<file path="src/rtl/nco_sweep_ctrl.sv">
// Stepped linear frequency sweep sequencer for the IQ ROM NCO: steps freq from
// f_start towards f_stop with a programmable dwell, for a set number of sweeps.
module nco_sweep_ctrl #(
    parameter int FW = 28,
    parameter int DW = 16,
    parameter int RW = 8
) (
    input  logic          clk,
    input  logic          rst,
    input  logic          start,
    input  logic          abort,
    input  logic [FW-1:0] f_start,
    input  logic [FW-1:0] f_stop,
    input  logic [FW-1:0] f_step,
    input  logic [DW-1:0] dwell,
    input  logic [RW-1:0] repeats,
    input  logic          sync_phase,
    output logic [FW-1:0] freq,
    output logic          accum_rst,
    output logic          busy,
    output logic          sweep_start,
    output logic          done,
    output logic          err,
    output logic [0:0]    dbg_state
);

    // start and abort are single-cycle requests with no ready: start is taken
    // only in IDLE with abort low, abort wins over everything in any state.
    localparam logic [0:0] S_IDLE = 1'b0;
    localparam logic [0:0] S_RUN  = 1'b1;

    logic [0:0]    r_state;
    logic [FW-1:0] r_f_start;
    logic [FW-1:0] r_f_stop;
    logic [FW-1:0] r_f_step;
    logic [DW-1:0] r_dwell;
    logic [DW-1:0] r_dwell_cnt;
    logic [RW-1:0] r_sweeps;
    logic          r_sync;
    logic [FW-1:0] r_freq;
    logic          r_accum_rst;
    logic          r_busy;
    logic          r_sweep_start;
    logic          r_done;
    logic          r_err;

    logic [FW:0]   w_next;
    logic          w_dwell_end;
    logic          w_can_step;
    logic          w_last_sweep;
    logic          w_start_ok;
    logic          w_bad_cfg;
    logic [DW-1:0] w_dwell_in;

    // The sum keeps its carry so a wrapped step always ends the sweep.
    assign w_next       = {1'b0, r_freq} + {1'b0, r_f_step};
    assign w_dwell_end  = (r_dwell_cnt == r_dwell - DW'(1));
    assign w_can_step   = (r_f_step != '0) && (w_next <= {1'b0, r_f_stop});
    assign w_last_sweep = (r_sweeps == RW'(1));
    assign w_start_ok   = start && !abort;
    assign w_bad_cfg    = (f_start > f_stop);
    assign w_dwell_in   = (dwell == '0) ? DW'(1) : dwell;

    always_ff @(posedge clk) begin
        if (!rst) begin
            r_state       <= S_IDLE;
            r_f_start     <= '0;
            r_f_stop      <= '0;
            r_f_step      <= '0;
            r_dwell       <= DW'(1);
            r_dwell_cnt   <= '0;
            r_sweeps      <= '0;
            r_sync        <= 1'b0;
            r_freq        <= '0;
            r_accum_rst   <= 1'b0;
            r_busy        <= 1'b0;
            r_sweep_start <= 1'b0;
            r_done        <= 1'b0;
            r_err         <= 1'b0;
        end else begin
            r_accum_rst   <= 1'b0;
            r_sweep_start <= 1'b0;
            r_done        <= 1'b0;
            r_err         <= 1'b0;
            if (abort) begin
                r_state     <= S_IDLE;
                r_freq      <= '0;
                r_busy      <= 1'b0;
                r_dwell_cnt <= '0;
            end else begin
                case (r_state)
                    S_IDLE: begin
                        r_freq      <= '0;
                        r_busy      <= 1'b0;
                        r_dwell_cnt <= '0;
                        if (w_start_ok) begin
                            r_f_start <= f_start;
                            r_f_stop  <= f_stop;
                            r_f_step  <= f_step;
                            r_dwell   <= w_dwell_in;
                            r_sweeps  <= repeats;
                            r_sync    <= sync_phase;
                            if (w_bad_cfg) begin
                                r_err <= 1'b1;
                            end else begin
                                r_state       <= S_RUN;
                                r_freq        <= f_start;
                                r_busy        <= 1'b1;
                                r_sweep_start <= 1'b1;
                                r_accum_rst   <= sync_phase;
                            end
                        end
                    end
                    S_RUN: begin
                        if (!w_dwell_end) begin
                            r_dwell_cnt <= r_dwell_cnt + DW'(1);
                        end else begin
                            r_dwell_cnt <= '0;
                            if (w_can_step) begin
                                r_freq <= w_next[FW-1:0];
                            end else if (!w_last_sweep) begin
                                // A zero sweep count never reaches 1, so it runs until abort.
                                if (r_sweeps != '0) begin
                                    r_sweeps <= r_sweeps - RW'(1);
                                end
                                r_freq        <= r_f_start;
                                r_sweep_start <= 1'b1;
                                r_accum_rst   <= r_sync;
                            end else begin
                                r_state <= S_IDLE;
                                r_freq  <= '0;
                                r_busy  <= 1'b0;
                                r_done  <= 1'b1;
                            end
                        end
                    end
                    default: begin
                        r_state <= S_IDLE;
                        r_freq  <= '0;
                        r_busy  <= 1'b0;
                    end
                endcase
            end
        end
    end

    assign freq        = r_freq;
    assign accum_rst   = r_accum_rst;
    assign busy        = r_busy;
    assign sweep_start = r_sweep_start;
    assign done        = r_done;
    assign err         = r_err;
    assign dbg_state   = r_state;

endmodule

</file>
<file path="config.mk">
export PLATFORM = sky130hd
export DESIGN_NAME = nco_sweep_ctrl
export DESIGN_NICKNAME = d
export VERILOG_FILES = /design/src/rtl/nco_sweep_ctrl.sv
export SDC_FILE = /design/constraint.sdc
export NUM_CORES = 1
export LEC_CHECK = 0
export CAP_MARGIN = 15
export CELL_PAD_IN_SITES_DETAIL_PLACEMENT = 0
export CELL_PAD_IN_SITES_GLOBAL_PLACEMENT = 1
export CORE_UTILIZATION = 44
export CTS_CLUSTER_DIAMETER = 120
export DETAILED_ROUTE_END_ITERATION = 10
export PLACE_DENSITY_LB_ADDON = 0.12
export SYNTH_ARGS = -nofsm -noshare
export SYNTH_HDL_FRONTEND = slang
export SYNTH_SLANG_ARGS = --single-unit
</file>
<file path="constraint.sdc">
create_clock -name clk -period 11.6 [get_ports clk]
set_clock_uncertainty 0.05 [all_clocks]
set_input_delay 2.32 -clock clk [delete_from_list [all_inputs] [get_ports clk]]
set_output_delay 2.32 -clock clk [all_outputs]
set_load 0.02 [all_outputs]
</file>
== Word-level counts from Yosys, hierarchy flattened ==
Index checks and enable logic that the tools add are counted.

* Output and inout bits: 34
* Register bits: 159

* Magnitude comparators: 2
* Muxes and demuxes: 36
* Reductions and logical operators: 12
* $add $sub $neg: 4
* Bitwise operators: 5
* Eq/ne operators: 8

{| class="wikitable"
|+ Operator list
! cell !! number
|-
| $mux W28 || 5
|-
| $pmux W28 S2 || 1
|-
| $mux W8 || 5
|-
| $mux W16 || 2
|-
| $pmux W16 S2 || 1
|-
| $add A28 B28 Y29 || 1
|-
| $le A29 B28 Y1 || 1
|-
| $gt A28 B28 Y1 || 1
|-
| $reduce_bool A28 Y1 || 1
|-
| $mux W1 || 17
|-
| $add A16 B1 Y16 const B || 1
|-
| $eq A16 B16 Y1 || 1
|-
| $logic_not A16 Y1 || 1
|-
| $pmux W8 S2 || 1
|-
| $sub A16 B1 Y16 const B || 1
|-
| $eq A8 B1 Y1 const B || 1
|-
| $pmux W1 S2 || 4
|-
| $reduce_bool A8 Y1 || 1
|-
| $sub A8 B1 Y8 const B || 1
|-
| $ne A2 B1 Y1 const B || 3
|-
| $ne A2 B2 Y1 const B || 3
|-
| $reduce_and A3 Y1 || 2
|-
| $reduce_and A6 Y1 || 1
|-
| $not A1 Y1 || 5
|-
| other kinds (5) || 6
|}

== Logic depth before layout (Yosys ltp) ==
* Depth in word-level cells: 6
* Depth in mapped cells: 22

== Worst setup path after synthesis ==
No wires, ideal clock.

* Path kind: register to register
* Start point: reg r_freq[0], in the netlist freq[0]
* End point: reg r_sweeps[1]
* Setup slack: 7245 ps
* Arrival time: 4183 ps
* Required time: 11428 ps
* Cell stages (with the launch flop): 21
* Period minus slack after synthesis: 4355 ps
* Cells stage by stage: dfxtp_1 -> ha_1 -> inv_1 -> fa_1 -> nor2b_1 -> o2111ai_1 -> a311oi_1 -> or2_1 -> buf_4 -> a221oi_1 -> o21bai_1 -> xor2_1 -> ha_1 -> and3_1 -> and3_1 -> a31oi_1 -> o21ai_0 -> o211a_1 -> a21o_1 -> o31a_4 -> o311a_1

* Word-level cells in the longest chain between the ends: 5

{| class="wikitable"
|+ Ends and longest elaborated chain
! item !! RTL line !! source
|-
| start: declaration || 40 || <nowiki>logic [FW-1:0] r_freq;</nowiki>
|-
| start signal: assignment || 107 || <nowiki>r_freq <= f_start;</nowiki>
|-
| start signal: assignment || 120 || <nowiki>r_freq <= w_next[FW-1:0];</nowiki>
|-
| start signal: assignment || 126 || <nowiki>r_freq <= r_f_start;</nowiki>
|-
| $add A28 B28 Y29 || 56 || <nowiki>assign w_next = {1'b0, r_freq} + {1'b0, r_f_step};</nowiki>
|-
| $le A29 B28 Y1 || 58 || <nowiki>assign w_can_step = (r_f_step != '0) && (w_next <= {1'b0, r_f_stop});</nowiki>
|-
| $logic_and A1 B1 Y1 || 58 ||
|-
| $ne A2 B2 Y1 (no source line) || n/a ||
|-
| $reduce_and A6 Y1 (no source line) || n/a ||
|-
| end signal: assignment || 101 || <nowiki>r_sweeps <= repeats;</nowiki>
|-
| end signal: assignment || 124 || <nowiki>r_sweeps <= r_sweeps - RW'(1);</nowiki>
|-
| end: declaration || 38 || <nowiki>logic [RW-1:0] r_sweeps;</nowiki>
|}

Every way passes these cells.
A chain may end at the register's enable or synchronous reset.

== Final worst setup path ==
* Start point: reg r_f_step[0]
* End point: reg r_freq[24], in the netlist freq[24]

* Word-level cells in the longest chain between the ends: 6
* Elaborated cells on any way between the ends: 7
* Classes of those cells: add/sub (1); order compare (1); mux (3); reduce/logical (2)

{| class="wikitable"
|+ Ends and longest elaborated chain
! item !! RTL line !! source
|-
| start: declaration || 35 || <nowiki>logic [FW-1:0] r_f_step;</nowiki>
|-
| start signal: assignment || 99 || <nowiki>r_f_step <= f_step;</nowiki>
|-
| $add A28 B28 Y29 || 56 ||
|-
| $le A29 B28 Y1 || 58 ||
|-
| $logic_and A1 B1 Y1 || 58 ||
|-
| $mux W28 * || 119 || <nowiki>if (w_can_step) begin</nowiki>
|-
| $mux W28 * || 115 || <nowiki>if (!w_dwell_end) begin</nowiki>
|-
| $pmux W28 S2 * || 91 || <nowiki>case (r_state)</nowiki>
|}

Every way passes the cells marked *; elsewhere a longest branch is shown, timed or not. The select of a mux whose other input is x is not followed.

==> reports/qor.txt <==
Status -> finished with violations
Failing checks -> design-rule violations
Initial Util -> 45.2%
CTS buffer count -> 17
DR iter-0 viols -> 510
Multi-input logic area -> 6210 um^2
Fraction of registers with async set/reset -> 0%
Leak pwr -> 4.82 nW
DIE HEIGHT -> 152 um
Worst vdd ir -> 87.2 uV
Syn Inst Count -> 1296
Synth Register Bits -> 159
Worst-Margin Slew -> 970 ps
Share of layout cells above drive strength 1 -> 4.74%
Sequential Area -> 3180 um^2
Largest net degree at the start of global routing -> 75
Period utilization -> 52.0%
Worst-path clk slew -> 60 ps
Synth Warn # -> 0
Setup bufs post-CTS -> 0
Worst Hold Class -> register to register
Die Wd -> 152 um
WL/cell -> 17.9 um
Clock Latency Late Sink -> 420 ps
EDFF count, synth -> 0
Rel. slew slack -> 35.2%
Final ANT Viol Nets -> 0
Final core occ -> 55.2%
Hpwl dp -> 22300 um
Area grow syn2layout -> 22.1%
Initial antenna violation count -> 2
Max-slew violation count -> 0
Worst EP arrival -> 6330 ps
Final hold violation count -> 0
Most used cell, CP -> o21ai_0
Root buf cell -> clkbuf_16
Vias in the first global route -> 9032
Final setup vio count -> 0
Ports -> 147
Sequential area share after synthesis -> 31.9%
Syn Nets -> 1498
Crit path cell chain -> ha_1 -> inv_1 -> fa_1 -> nor2b_1 -> o2111ai_1 -> a311oi_1 -> o21ai_0 -> a31oi_1 -> xor2_1 -> ha_1 -> and3_1 -> o21ai_0 -> nand3_1 -> o21ai_0 -> o211a_1 -> nand2_1 -> nor2_1 -> a221oi_1 -> a21oi_1
Crit path largest cell delay -> 870 ps
Design Area, Final -> 12200 um^2
# DRC -> 18
Peak Freq -> 166 MHz
Post-Syn Area -> 9960 um^2
CTS tree -> yes
Grt total ovfl -> 0
Post_cts resized -> 0
CTS max path bufs -> 2
Min Clock Period, post-route -> 6030 ps
Prevailing post-synth register cell -> dfxtp_1
Die ar. -> 23300 um^2
PwrDens -> 120 nW/um^2
Row cnt -> 54
Critical path endpoint category -> register
First drt pass iteration count -> 10
Sink Count -> 159
Crit Path Category -> register to register
Routability cong. -> 0.882
Core region area -> 22000 um^2
Total Routing Usage GR -> 26.2%
Number of port buffers -> 146
Nets@finish -> 1604
Placed inst area -> 11600 um^2
CP required -> 11900 ps
Fill count -> 2137
Max cap viols -> 0
Avg Cell Area, Syn -> 7.69 um^2
Clock H-tree levels -> 4
RSZ-0062 raised after global routing -> false
CTS Hold Bufs -> 0
Startpoint Class -> register
Cell variety after synth -> 72
Routed vias/inst -> 5.62
First-pass GRT wire length -> 48300 um
Post-Route WL -> 30400 um
Setup_tns -> 0 ps
Detailed-route via count -> 9531
Crit-path slowest cell -> nor2_1
CP Max Fanout -> 23
Yosys cell counts (2+ instances only):
| master | number | area, um^2 |
|---|---|---|
| nand3_1 | 28 | 140 |
| mux2i_1 | 3 | 30.0 |
| nor3b_1 | 2 | 15.0 |
| a31o_2 | 14 | 123 |
| and3_1 | 23 | 144 |
| clkbuf_1 | 53 | 199 |
| a211oi_1 | 11 | 82.6 |
| o2111ai_1 | 2 | 17.5 |
| buf_2 | 11 | 55.1 |
| nor2b_1 | 8 | 50.1 |
| nand2b_1 | 7 | 43.8 |
| a311o_1 | 2 | 20.0 |
| inv_1 | 83 | 312 |
| and4_1 | 2 | 17.5 |
| a221oi_1 | 11 | 96.3 |
| or3_1 | 4 | 25.0 |
| a311oi_1 | 3 | 26.3 |
| nor3_1 | 18 | 90.1 |
| o22ai_1 | 5 | 31.3 |
| o21ai_1 | 2 | 10.0 |
| a21oi_1 | 134 | 671 |
| o21a_1 | 2 | 15.0 |
| nor4b_1 | 2 | 17.5 |
| a22oi_1 | 2 | 15.0 |
| o311ai_0 | 2 | 17.5 |
| xor2_1 | 19 | 166 |
| nand4_1 | 15 | 93.8 |
| o21bai_1 | 6 | 45.0 |
| dfxtp_1 | 159 | 3180 |
| a31oi_2 | 2 | 25.0 |
| a32oi_1 | 18 | 158 |
| a31oi_1 | 9 | 56.3 |
| a21o_1 | 25 | 188 |
| nand2_1 | 264 | 991 |
| nor4_1 | 18 | 113 |
| or2_2 | 2 | 12.5 |
| a211o_1 | 2 | 17.5 |
| ha_1 | 88 | 1100 |
| and2_1 | 4 | 25.0 |
| nor2_1 | 50 | 188 |
| o211ai_1 | 8 | 60.1 |
| buf_1 | 2 | 7.51 |
| o21ai_0 | 51 | 255 |
| a21boi_0 | 56 | 420 |
| xnor2_1 | 37 | 324 |
cell usage in the layout, fill, tap and decap left out, types with 6 or more instances in the layout:
cell type / n
a21o_1: 25
and3_1: 22
ha_1: 88
o21bai_1: 6
xnor2_1: 37
clkbuf_16: 17
a31oi_1: 9
a211oi_1: 11
nand4_1: 15
clkdlybuf4s50_1: 145
nand2b_1: 7
nand3_1: 27
a21boi_0: 56
nor3_1: 18
a32oi_1: 18
dfxtp_1: 159
a221oi_1: 11
inv_1: 83
o21ai_0: 51
nor2_1: 50
nor2b_1: 7
o211ai_1: 8
xor2_1: 19
a31o_2: 14
nor4_1: 18
nand2_1: 264
a21oi_1: 134
buf_4: 9
cells by family (layout without fill, tap and decap cells):
logic type,after synthesis,after routing,synth area share [%]
multiplexers,4,4,0.414
adder cells (fa/ha/maj),89,89,11.3
AO/OA/AOI/OAI,381,381,25.0
XOR/XNOR,56,56,4.92
other,0,1,0
AND/OR/NAND/NOR,455,455,20.5
buffers and inverters,152,270,5.98
flip-flops,159,159,31.9
worst paths after layout:
| kind | cells after the start | end | startpoint | slack, ps |
|---|---|---|---|---|
| worst max-delay path | 19 | freq[24] | r_f_step[0] | 5570 |
| worst min-delay path | 2 | r_f_stop[1] | r_f_stop[1] | 410 |
| worst max register to register | 19 | freq[24] | r_f_step[0] | 5570 |
| worst min register to register | 2 | r_f_stop[1] | r_f_stop[1] | 410 |
report_power, final:
part,internal (mW),switching [mW],total [mW]
sequential,0.568,0.0200,0.588
combinational,0.129,0.174,0.303
clock,0.343,0.230,0.573
area by class of cell:
cell class | count | area share [%]
diodes | 1 | 0.0206
clock buffers | 21 | 3.70
clock inverters | 10 | 1.13
inverters | 84 | 2.59
multi-input cells | 985 | 51.0
flip-flops and latches | 159 | 26.2
well taps | 280 | 2.88
repair buffers | 155 | 12.5
per-stage QoR:
step / hold WS (ps) / setup WS, ps / power [mW] / instances
3_5_place_dp: 397 / 5560 / 0.900 / 1663
2_1_floorplan: 386 / 7250 / 0.785 / 1296
4_1_cts: 405 / 5710 / 1.47 / 1694
5_1_grt: 418 / 5120 / 1.53 / 1694
6_report: 408 / 5570 / 1.46 / 1695
3_3_place_gp: 395 / 5550 / 0.897 / 1663
critical path: cells and delay by family, from the launching register on:
family | cells | cell delay, ps
AO/OA/AOI/OAI | 9 | 2490
AND/OR/NAND/NOR | 5 | 1790
adder cells (fa/ha/maj) | 3 | 900
flip-flops | 1 | 380
XOR/XNOR | 1 | 280
buffers and inverters | 1 | 60
layer usage:
metal	routed length, um	track usage [%]	up-vias	part of all wire (%)
met5	0	0	-	0
met4	620	7.94	0	2.0
met3	1530	4.58	40	5.0
met2	14000	43.4	245	46
met1	14300	34.9	4462	47
li1	-	-	4784	-
state kept, by name, indices dropped and copies added (netlist names), 8 cells and up:
signal,count
freq,28
r_sweeps,8
r_f_step,28
r_f_start,28
r_f_stop,28
r_dwell_cnt,16
r_dwell,16
(Power assumes the default switching activity.)
